`src/rtl/regalu_pkg.sv`:
```
// regalu_pkg: shared state encoding, instruction codes, ALU opcodes and flag layout for the regalu sequencer
package regalu_pkg;
  typedef enum logic [1:0] {S_IDLE, S_DECODE, S_EXEC, S_WB} state_t;
  localparam logic [3:0] C_RTYPE = 4'b0000;
  localparam logic [3:0] C_ADD   = 4'b0101;
  localparam logic [3:0] C_SUB   = 4'b1001;
  localparam logic [3:0] C_CMP   = 4'b1011;
  localparam logic [3:0] C_AND   = 4'b0001;
  localparam logic [3:0] C_OR    = 4'b0010;
  localparam logic [3:0] C_XOR   = 4'b0011;
  localparam logic [3:0] C_MOV   = 4'b1101;
  localparam int OP_ADD = 0;
  localparam int OP_SUB = 1;
  localparam int OP_CMP = 2;
  localparam int OP_AND = 3;
  localparam int OP_OR  = 4;
  localparam int OP_XOR = 5;
  localparam int OP_MOV = 6;
  localparam int F_C = 4;
  localparam int F_L = 3;
  localparam int F_F = 2;
  localparam int F_Z = 1;
  localparam int F_N = 0;
  localparam logic [4:0] M_ARITH = (5'd1 << F_C) | (5'd1 << F_F);
  localparam logic [4:0] M_CMP   = (5'd1 << F_L) | (5'd1 << F_Z) | (5'd1 << F_N);
endpackage

```
`src/rtl/regalu_decode.sv`:
```
// regalu_decode: combinational instruction decode into ALU opcode, immediate, write/flag controls
//   i_instr      16-bit instruction word
//   o_opcode     ALU operation
//   o_imm        extended immediate (0 for R-type)
//   o_imm_s      ALU second operand comes from the immediate
//   o_writes_reg op writes its destination register
//   o_flag_mask  flag bits the op loads from the ALU
//   o_illegal    instruction is undecodable
module regalu_decode
  import regalu_pkg::*;
#(
  parameter int DATA_W = 16,
  parameter int OP_W   = 5,
  parameter int FLAG_W = 5
) (
  input  logic [15:0]       i_instr,
  output logic [OP_W-1:0]   o_opcode,
  output logic [DATA_W-1:0] o_imm,
  output logic              o_imm_s,
  output logic              o_writes_reg,
  output logic [FLAG_W-1:0] o_flag_mask,
  output logic              o_illegal
);
  logic       w_rtype;
  logic [3:0] w_code;
  logic       w_sext;
  assign w_rtype      = i_instr[15:12] == C_RTYPE;
  assign w_code       = w_rtype ? i_instr[7:4] : i_instr[15:12];
  assign o_imm_s      = !w_rtype;
  assign o_writes_reg = w_code != C_CMP;
  // Logic ops zero-extend so masks keep their upper bits clear; arithmetic and MOV sign-extend.
  assign o_imm = w_rtype ? '0
               : w_sext  ? {{(DATA_W-8){i_instr[7]}}, i_instr[7:0]}
               :           {{(DATA_W-8){1'b0}}, i_instr[7:0]};
  always_comb begin
    o_opcode    = '0;
    o_flag_mask = '0;
    o_illegal   = 1'b0;
    w_sext      = 1'b0;
    case (w_code)
      C_ADD: begin o_opcode = OP_W'(OP_ADD); w_sext = 1'b1; o_flag_mask = FLAG_W'(M_ARITH); end
      C_SUB: begin o_opcode = OP_W'(OP_SUB); w_sext = 1'b1; o_flag_mask = FLAG_W'(M_ARITH); end
      C_CMP: begin o_opcode = OP_W'(OP_CMP); w_sext = 1'b1; o_flag_mask = FLAG_W'(M_CMP); end
      C_AND: o_opcode = OP_W'(OP_AND);
      C_OR:  o_opcode = OP_W'(OP_OR);
      C_XOR: o_opcode = OP_W'(OP_XOR);
      C_MOV: begin o_opcode = OP_W'(OP_MOV); w_sext = 1'b1; end
      default: o_illegal = 1'b1;
    endcase
  end
endmodule

```
`src/rtl/regalu_sequencer.sv`:
```
// regalu_sequencer: IDLE->DECODE->EXEC->WB controller driving the register-file/ALU datapath and holding the flag register
//   Clk, Rst                  clock, synchronous active-high reset
//   instr/instr_valid/instr_ready  instruction handshake (ready only in IDLE)
//   alu_flags                 live ALU flags {C,L,F,Z,N}
//   RdestRegLoc/RsrcRegLoc/Imm/Imm_s/OpCode  datapath controls, held from DECODE through WB
//   buf_en, En                tri-state enable (EXEC, WB), register write enable (WB, non-CMP)
//   flags                     architectural flags
//   done, illegal             end-of-WB pulse, dropped-instruction pulse
module regalu_sequencer
  import regalu_pkg::*;
#(
  parameter int DATA_W = 16,
  parameter int REG_AW = 4,
  parameter int OP_W   = 5,
  parameter int FLAG_W = 5
) (
  input  logic              Clk,
  input  logic              Rst,
  input  logic [15:0]       instr,
  input  logic              instr_valid,
  output logic              instr_ready,
  input  logic [FLAG_W-1:0] alu_flags,
  output logic [REG_AW-1:0] RdestRegLoc,
  output logic [REG_AW-1:0] RsrcRegLoc,
  output logic [DATA_W-1:0] Imm,
  output logic              Imm_s,
  output logic [OP_W-1:0]   OpCode,
  output logic              buf_en,
  output logic              En,
  output logic [FLAG_W-1:0] flags,
  output logic              done,
  output logic              illegal
);
  state_t            r_state;
  state_t            w_next;
  logic [15:0]       r_instr;
  logic [15:0]       w_dec_in;
  logic [OP_W-1:0]   w_opcode;
  logic [DATA_W-1:0] w_imm;
  logic              w_imm_s;
  logic              w_writes_reg;
  logic [FLAG_W-1:0] w_flag_mask;
  logic              w_illegal;
  logic              w_accept;
  // In IDLE the decoder looks at the incoming word so legal controls can be loaded on the accept
  // edge and be visible throughout DECODE; afterwards it looks at the latched copy.
  assign w_dec_in = (r_state == S_IDLE) ? instr : r_instr;
  regalu_decode #(.DATA_W(DATA_W), .OP_W(OP_W), .FLAG_W(FLAG_W)) u_decode (
    .i_instr     (w_dec_in),
    .o_opcode    (w_opcode),
    .o_imm       (w_imm),
    .o_imm_s     (w_imm_s),
    .o_writes_reg(w_writes_reg),
    .o_flag_mask (w_flag_mask),
    .o_illegal   (w_illegal)
  );
  assign instr_ready = r_state == S_IDLE;
  assign w_accept    = instr_ready && instr_valid;
  assign buf_en      = (r_state == S_EXEC) || (r_state == S_WB);
  assign En          = (r_state == S_WB) && w_writes_reg;
  assign done        = r_state == S_WB;
  assign illegal     = (r_state == S_DECODE) && w_illegal;
  always_comb begin
    w_next = r_state;
    case (r_state)
      S_IDLE:   w_next = instr_valid ? S_DECODE : S_IDLE;
      S_DECODE: w_next = w_illegal ? S_IDLE : S_EXEC;
      S_EXEC:   w_next = S_WB;
      default:  w_next = S_IDLE;
    endcase
  end
  always_ff @(posedge Clk) begin
    if (Rst) begin
      r_state     <= S_IDLE;
      r_instr     <= '0;
      RdestRegLoc <= '0;
      RsrcRegLoc  <= '0;
      Imm         <= '0;
      Imm_s       <= 1'b0;
      OpCode      <= '0;
      flags       <= '0;
    end else begin
      r_state <= w_next;
      if (w_accept) r_instr <= instr;
      if (w_accept && !w_illegal) begin
        RdestRegLoc <= REG_AW'(instr[11:8]);
        RsrcRegLoc  <= REG_AW'(instr[3:0]);
        Imm         <= w_imm;
        Imm_s       <= w_imm_s;
        OpCode      <= w_opcode;
      end
      if (r_state == S_WB) flags <= (flags & ~w_flag_mask) | (alu_flags & w_flag_mask);
    end
  end
endmodule

```
`config.mk`:
```
export PLATFORM = sky130hd
export DESIGN_NAME = regalu_sequencer
export DESIGN_NICKNAME = d
export VERILOG_FILES = /design/src/rtl/regalu_pkg.sv /design/src/rtl/regalu_decode.sv /design/src/rtl/regalu_sequencer.sv
export SDC_FILE = /design/constraint.sdc
export NUM_CORES = 1
export LEC_CHECK = 0
export BUFFER_PORTS_ARGS = -buffer_cell sky130_fd_sc_hd__clkbuf_2
export CAP_MARGIN = 20
export CORE_MARGIN = 2
export CORE_UTILIZATION = 25
export DETAILED_ROUTE_END_ITERATION = 16
export GPL_TIMING_DRIVEN = 0
export PLACE_DENSITY = 0.41
export SLEW_MARGIN = 5
export SYNTH_ARGS = -nofsm -noshare
export SYNTH_HDL_FRONTEND = slang
export SYNTH_SLANG_ARGS = --single-unit
```
`constraint.sdc`:
```
create_clock -name Clk -period 3.6 [get_ports Clk]
set_clock_uncertainty 0.2 [all_clocks]
set_input_delay 0.36 -clock Clk [delete_from_list [all_inputs] [get_ports Clk]]
set_output_delay 0.36 -clock Clk [all_outputs]
set_load 0.01 [all_outputs]
```
==> impl_metrics.py, run 1 <==
metrics = {
    "setup_path": {
        "cp_data_required_time_ps": 3040,
        "reg2reg_from": "r_state[1]",
        "crit_path_end_kind": "output pin",
        "worst-setup-path-type": "flop to output pin",
        "cp.arrival_ps": 2740,
        "rr_endpoint": "Imm[7]",
        "endpoint": "illegal",
        "ff2ff_path_depth": 8,
        "start_kind": "flop",
        "crit_path_start": "r_state[1]",
        "rrSetupSlack_ps": 910,
        "cp_max_fo": 10,
    },
    "synth": {
        "yosys.area.top_type": "dfxtp_1",
        "yosys-top-cells-count": "dfxtp_1 (40), a21oi_1 (33), nand2_1 (30)",
        "synth_edf_count": 0,
        "ys_types": 45,
        "synth_area_leaders": "dfxtp_1 (37%), a21oi_1 (7.7%), nand2_1 (5.3%)",
        "synth_area_um2": 2140,
        "synth-async-reset-ratio_pct": 0,
        "synth_seq_cells": 40,
        "synth_warnings": 0,
        "synth_cells": 247,
        "ys_seq_area_share_pct": 37.5,
        "synth.most_common_cell": "dfxtp_1",
        "syn_avg_cell_area_um2": 8.65,
        "synth_top_area_share_pct": 37.5,
        "synth_ff_type": "dfxtp_1",
    },
    "clock_tree": {
        "cts_buffer_depth": 2,
        "clk-insertion-delay-late_ps": 290,
        "numCtsBuffers": 5,
        "ctsHoldBuffers": 0,
        "cts.sinks": 40,
        "h-tree-depth": 2,
        "clockRootBuffer": "clkbuf_8",
        "clkSlewWorstSetupHoldPaths_ps": 80,
        "cts_tree": "yes",
        "cts_resized": 0,
        "cts_setup_buffers": 0,
    },
    "global_route": {
        "grt_pass1_wl_mm": 10.1,
        "track_usage_pct": 14.4,
        "antenna_found_initial": 0,
        "grt_max_degree": 13,
        "grt_pass1_vias": 1812,
        "grt_overflow": 0,
    },
    "sta": {
        "final.period_utilization_pct": 91.6,
        "timing.fmax_mhz": 303,
        "slew-limit-headroom_pct": 48.0,
        "hold_viol": 0,
        "tightestPinTransition_ps": 769,
        "fin_crit_ps": 3300,
        "fin_hold_ws_ps": 90.6,
        "rsz0062_at_grt": "false",
        "slew_violations": 0,
        "setup_tns_ps": 0,
        "setup_viol": 0,
    },
    "finish": {
        "diodes": 0,
        "layout.cells.non_filler": 421,
        "nFillCells": 928,
        "fin_area_um2": 2660,
        "final_nets": 340,
        "syn_to_final_growth_pct": 24.4,
        "finish.utilization_pct": 32.2,
        "drive_above_1_share_pct": 31.3,
    },
    "drt": {
        "viasPerCell": 4.88,
        "vias": 2054,
        "drtIter0Drc": 133,
        "drc": 0,
        "wl_per_cell_um": 15.5,
        "wl_mm": 6.53,
        "firstDrtPassIters": 5,
        "ant_nets": 0,
    },
    "placement": {
        "dp.cells": 414,
        "placed_cell_area_um2": 2580,
        "port_buffers": 61,
        "gp_congestion": 0.747,
        "dp_hpwl_mm": 4.74,
    },
    "die": {
        "die_y_um": 96.5,
        "die_w_um": 96.5,
        "pin_count": 64,
        "die_area_um2": 9300,
        "placementRows": 33,
        "core_area_um2": 8260,
        "start_util_pct": 25.9,
    },
    "outcome": {
        "status": "finished clean",
    },
    "run": {
        "drv_cap": 0,
    },
    "hold_path": {
        "hold_path_class": "input port to flop",
    },
    "power": {
        "ir_drop_uv": 132,
        "pwr_density_cell_nw_per_um2": 438,
        "p_leak_nw": 1.07,
    },
}
[layout by cell type, fill, tap and decap left out, types with 8 or more instances in the layout]
cell and count:
clkbuf_2 61, mux2i_1 8, nand2_1 30, o21ai_0 16, dfxtp_1 40, buf_4 11
nand3_1 15, or4_1 9, clkbuf_1 8, nand2b_1 9, a21oi_1 33
[kinds of logic after synthesis]
kind of cell	share of synthesized area, %
buffers and inverters	8.55
and+or+nand+nor	25.5
other	0.175
AOI/OAI and AO/OA	22.8
DFF	37.5
xor gates and xnor gates	1.23
muxes	4.27
[per-stage QoR]
step	power, mW	worst slack (ps)
after detailed placement	0.877	587
after global routing	1.23	56.9
after global placement	0.877	530
after CTS	1.18	256
final	1.16	304
after floorplan	0.755	1240
[power by group]
part | internal, mW | switching, mW | total (mW)
Sequential | 0.475 | 0.0271 | 0.503
Clock | 0.132 | 0.167 | 0.299
Combinational | 0.142 | 0.220 | 0.362
Total | 0.749 | 0.414 | 1.16
[metal layers]
layer  track usage, %  wire length, µm
met3             3.10              272
met5                0                0
met4             3.52               30
met1             20.8             3230
met2             21.8             3000
[worst min-delay path by stage]
stage	start	endpoint	slack, ps	cells after the start
after floorplan	r_instr[3]	r_instr[3]	240	2
after global placement	r_instr[3]	r_instr[3]	240	2
after detailed placement	r_instr[3]	r_instr[3]	250	2
after CTS	instr[9]	RdestRegLoc[1]	80	3
after global routing	instr[8]	RdestRegLoc[0]	90	3
final	alu_flags[2]	flop	90	3
[cell type report]
| class | count | area, µm² | share of cell area [%] |
|---|---|---|---|
| multi-input combinational | 180 | 1160 | 43.5 |
| timing repair buffer | 61 | 305 | 11.5 |
| tap | 105 | 131 | 4.94 |
| buffer | 26 | 170 | 6.40 |
| sequential | 40 | 801 | 30.1 |
| clock buffer | 5 | 68.8 | 2.59 |
| clock inverter | 2 | 12.5 | 0.471 |
| inverter | 2 | 12.5 | 0.471 |
[critical path: stages, from the launching register on]
cell,delay (ps)
dfxtp_1,510
or2_1,160
buf_6,140
inv_6,60
o32ai_1,480
buf_2,330
o21ai_1,160
buf_2,230
a21oi_1,210
clkbuf_2,160
Note: power is estimated with default switching activity, not from simulation.
==> inputs of run 2 (changes only) <==
==> constraint.sdc (replaced) <==
create_clock -name Clk -period 3.6 [get_ports Clk]
set_clock_uncertainty 0.2 [all_clocks]
set_input_delay 0.72 -clock Clk [delete_from_list [all_inputs] [get_ports Clk]]
set_output_delay 0.72 -clock Clk [all_outputs]
set_load 0.01 [all_outputs]
==> run 2 against run 1 <==
Flip-flop and latch count did not move; sequential power barely moved; clock power barely moved; worst hold slack improved by 170 ps; critical endpoint unchanged.
==> impl_metrics.py, run 2 (synthesis results as in run 1) <==
metrics = {
    "sta": {
        "final.period_utilization_pct": 94.3,
        "slew-limit-headroom_pct": 54.5,
        "setup_viol": 0,
        "slew_violations": 0,
        "fin_crit_ps": 3400,
        "tightestPinTransition_ps": 673,
        "rsz0062_at_grt": "false",
        "timing.fmax_mhz": 294,
        "hold_viol": 0,
        "setup_tns_ps": 0,
    },
    "drt": {
        "drtIter0Drc": 111,
        "firstDrtPassIters": 4,
        "wl_per_cell_um": 15.5,
        "vias": 2046,
        "ant_nets": 0,
        "drc": 0,
        "wl_mm": 6.52,
        "viasPerCell": 4.86,
    },
    "power": {
        "ir_drop_uv": 131,
        "combinationalPowerShare_pct": 31.3,
        "pwr-share-seq_pct": 43.2,
        "power.internal_mw": 0.752,
        "report.power.total_mw": 1.17,
        "pwr_density_cell_nw_per_um2": 435,
        "switching_share_pct": 35.5,
        "p_switching_mw": 0.414,
        "p_leak_nw": 1.08,
        "pwr-share-clk_pct": 25.5,
    },
    "clock_tree": {
        "numCtsBuffers": 5,
        "cts_setup_buffers": 0,
        "clkSlewWorstSetupHoldPaths_ps": 80,
        "clk-insertion-delay-late_ps": 290,
        "cts.sinks": 40,
        "clockRootBuffer": "clkbuf_8",
        "cts_buffer_depth": 2,
        "cts_tree": "yes",
        "h-tree-depth": 2,
    },
    "placement": {
        "placed_cell_area_um2": 2580,
        "dp_hpwl_mm": 4.74,
        "gp_congestion": 0.747,
        "port_buffers": 61,
    },
    "finish": {
        "multiInputGateArea_um2": 1180,
        "syn_to_final_growth_pct": 25.6,
        "fin_area_um2": 2680,
        "final_nets": 340,
        "diodes": 0,
        "mostFrequentLayoutCells": "clkbuf_2 (61), dfxtp_1 (38), a21oi_1 (33)",
        "nFillCells": 922,
        "final_common_cell": "clkbuf_2",
        "drive_above_1_share_pct": 32.9,
        "seqCellArea_um2": 803,
    },
    "setup_path": {
        "cp_data_required_time_ps": 2680,
        "cp_max_fo": 10,
        "cp.arrival_ps": 2480,
        "cp_slowest_cell": "or3_1",
        "rr_endpoint": "Imm[7]",
        "crit_top_cell": "clkbuf_2",
        "endpoint": "illegal",
        "ff2ff_path_depth": 7,
        "crit_path_end_kind": "output pin",
        "crit_path_start": "instr[12]",
        "worst-setup-path-type": "input port to output pin",
        "reg2reg_from": "r_instr[14]",
        "start_kind": "input port",
        "worst_path_largest_cell_delay_ps": 390,
        "cp_num_cells": 8,
        "crit_family": "buffers and inverters",
        "worstPathCellList": "clkbuf_2 -> or3_1 -> o32ai_2 -> clkbuf_4 -> o21ai_1 -> buf_2 -> a21oi_1 -> clkbuf_2",
        "rrSetupSlack_ps": 1000,
        "crit_buf_inv": 4,
    },
    "hold_path": {
        "hold_path_class": "flop to flop",
    },
    "outcome": {
        "status": "finished clean",
    },
    "die": {
        "pin_count": 64,
        "placementRows": 33,
        "die_area_um2": 9300,
        "core_area_um2": 8260,
        "die_w_um": 96.5,
        "die_y_um": 96.5,
        "start_util_pct": 25.9,
    },
    "run": {
        "drv_cap": 0,
    },
    "global_route": {
        "track_usage_pct": 14.4,
        "antenna_found_initial": 0,
        "grt_pass1_wl_mm": 10.1,
        "grt_pass1_vias": 1812,
        "grt_max_degree": 13,
        "grt_overflow": 0,
    },
}
-- run 2: worst min path at each step --
stage | from | slack (ps) | end | depth (start not counted)
floorplan | r_instr[3] | 240 | r_instr[3] | 2
global placement | r_instr[3] | 240 | r_instr[3] | 2
detailed placement | r_instr[3] | 250 | r_instr[3] | 2
CTS | r_instr[3] | 260 | r_instr[3] | 2
global route | r_instr[0] | 290 | r_instr[0] | 2
finish | r_instr[3] | 260 | r_instr[3] | 2
-- run 2: cell type report --
cell class                 instances  share of cell area (%)
multi-input combinational        180                    43.9
buffer                            26                    6.43
clock buffer                       5                    2.56
timing repair buffer              61                    11.4
inverter                           2                   0.466
clock inverter                     2                   0.466
sequential                        40                    29.9
tap                              105                    4.90
-- run 2: timing repair --
action	4_1_cts	5_1_grt
endpoints found under the setup margin	1	1
hold buffers	0	0
resized for setup	1	5
pin swaps	0	0
-- run 2: per-stage QoR --
step           setup slack (ps)  utilization, %  hold slack, ps  instances
2_1_floorplan               558               -             236        248
3_3_place_gp              -5.62            31.2             243        414
3_5_place_dp               5.08            31.2             246        414
4_1_cts                    4.63            32.3             258        421
5_1_grt                    40.6            32.5             286        421
6_report                    203            32.5             259        421
-- run 2: worst register-to-register path, cell delays in order (launching register included) --
cell and delay, ps:
dfxtp_1 420, nor4b_2 440, o32a_1 200, buf_2 240, a21boi_2 160, buf_4 220, nor2_4 250, mux2_2 370
-- run 2: routing by layer --
layer | up-vias | wire, µm | share of wire (%) | GRT usage (%)
met5 | - | 0 | 0 | 0
met2 | 49 | 3010 | 46 | 21.8
met1 | 970 | 3150 | 48 | 20.8
met3 | 2 | 332 | 5.1 | 3.10
met4 | 0 | 30 | 0.46 | 3.52
li1 | 1025 | - | - | -
-- run 2: power by group through the flow --
| stage | Sequential [mW] | Clock [mW] | Combinational (mW) |
|---|---|---|---|
| floorplan | 0.517 | 0 | 0.238 |
| global placement | 0.513 | 0 | 0.363 |
| detailed placement | 0.514 | 0 | 0.363 |
| CTS | 0.503 | 0.310 | 0.367 |
| global route | 0.509 | 0.327 | 0.403 |
| finish | 0.504 | 0.298 | 0.365 |
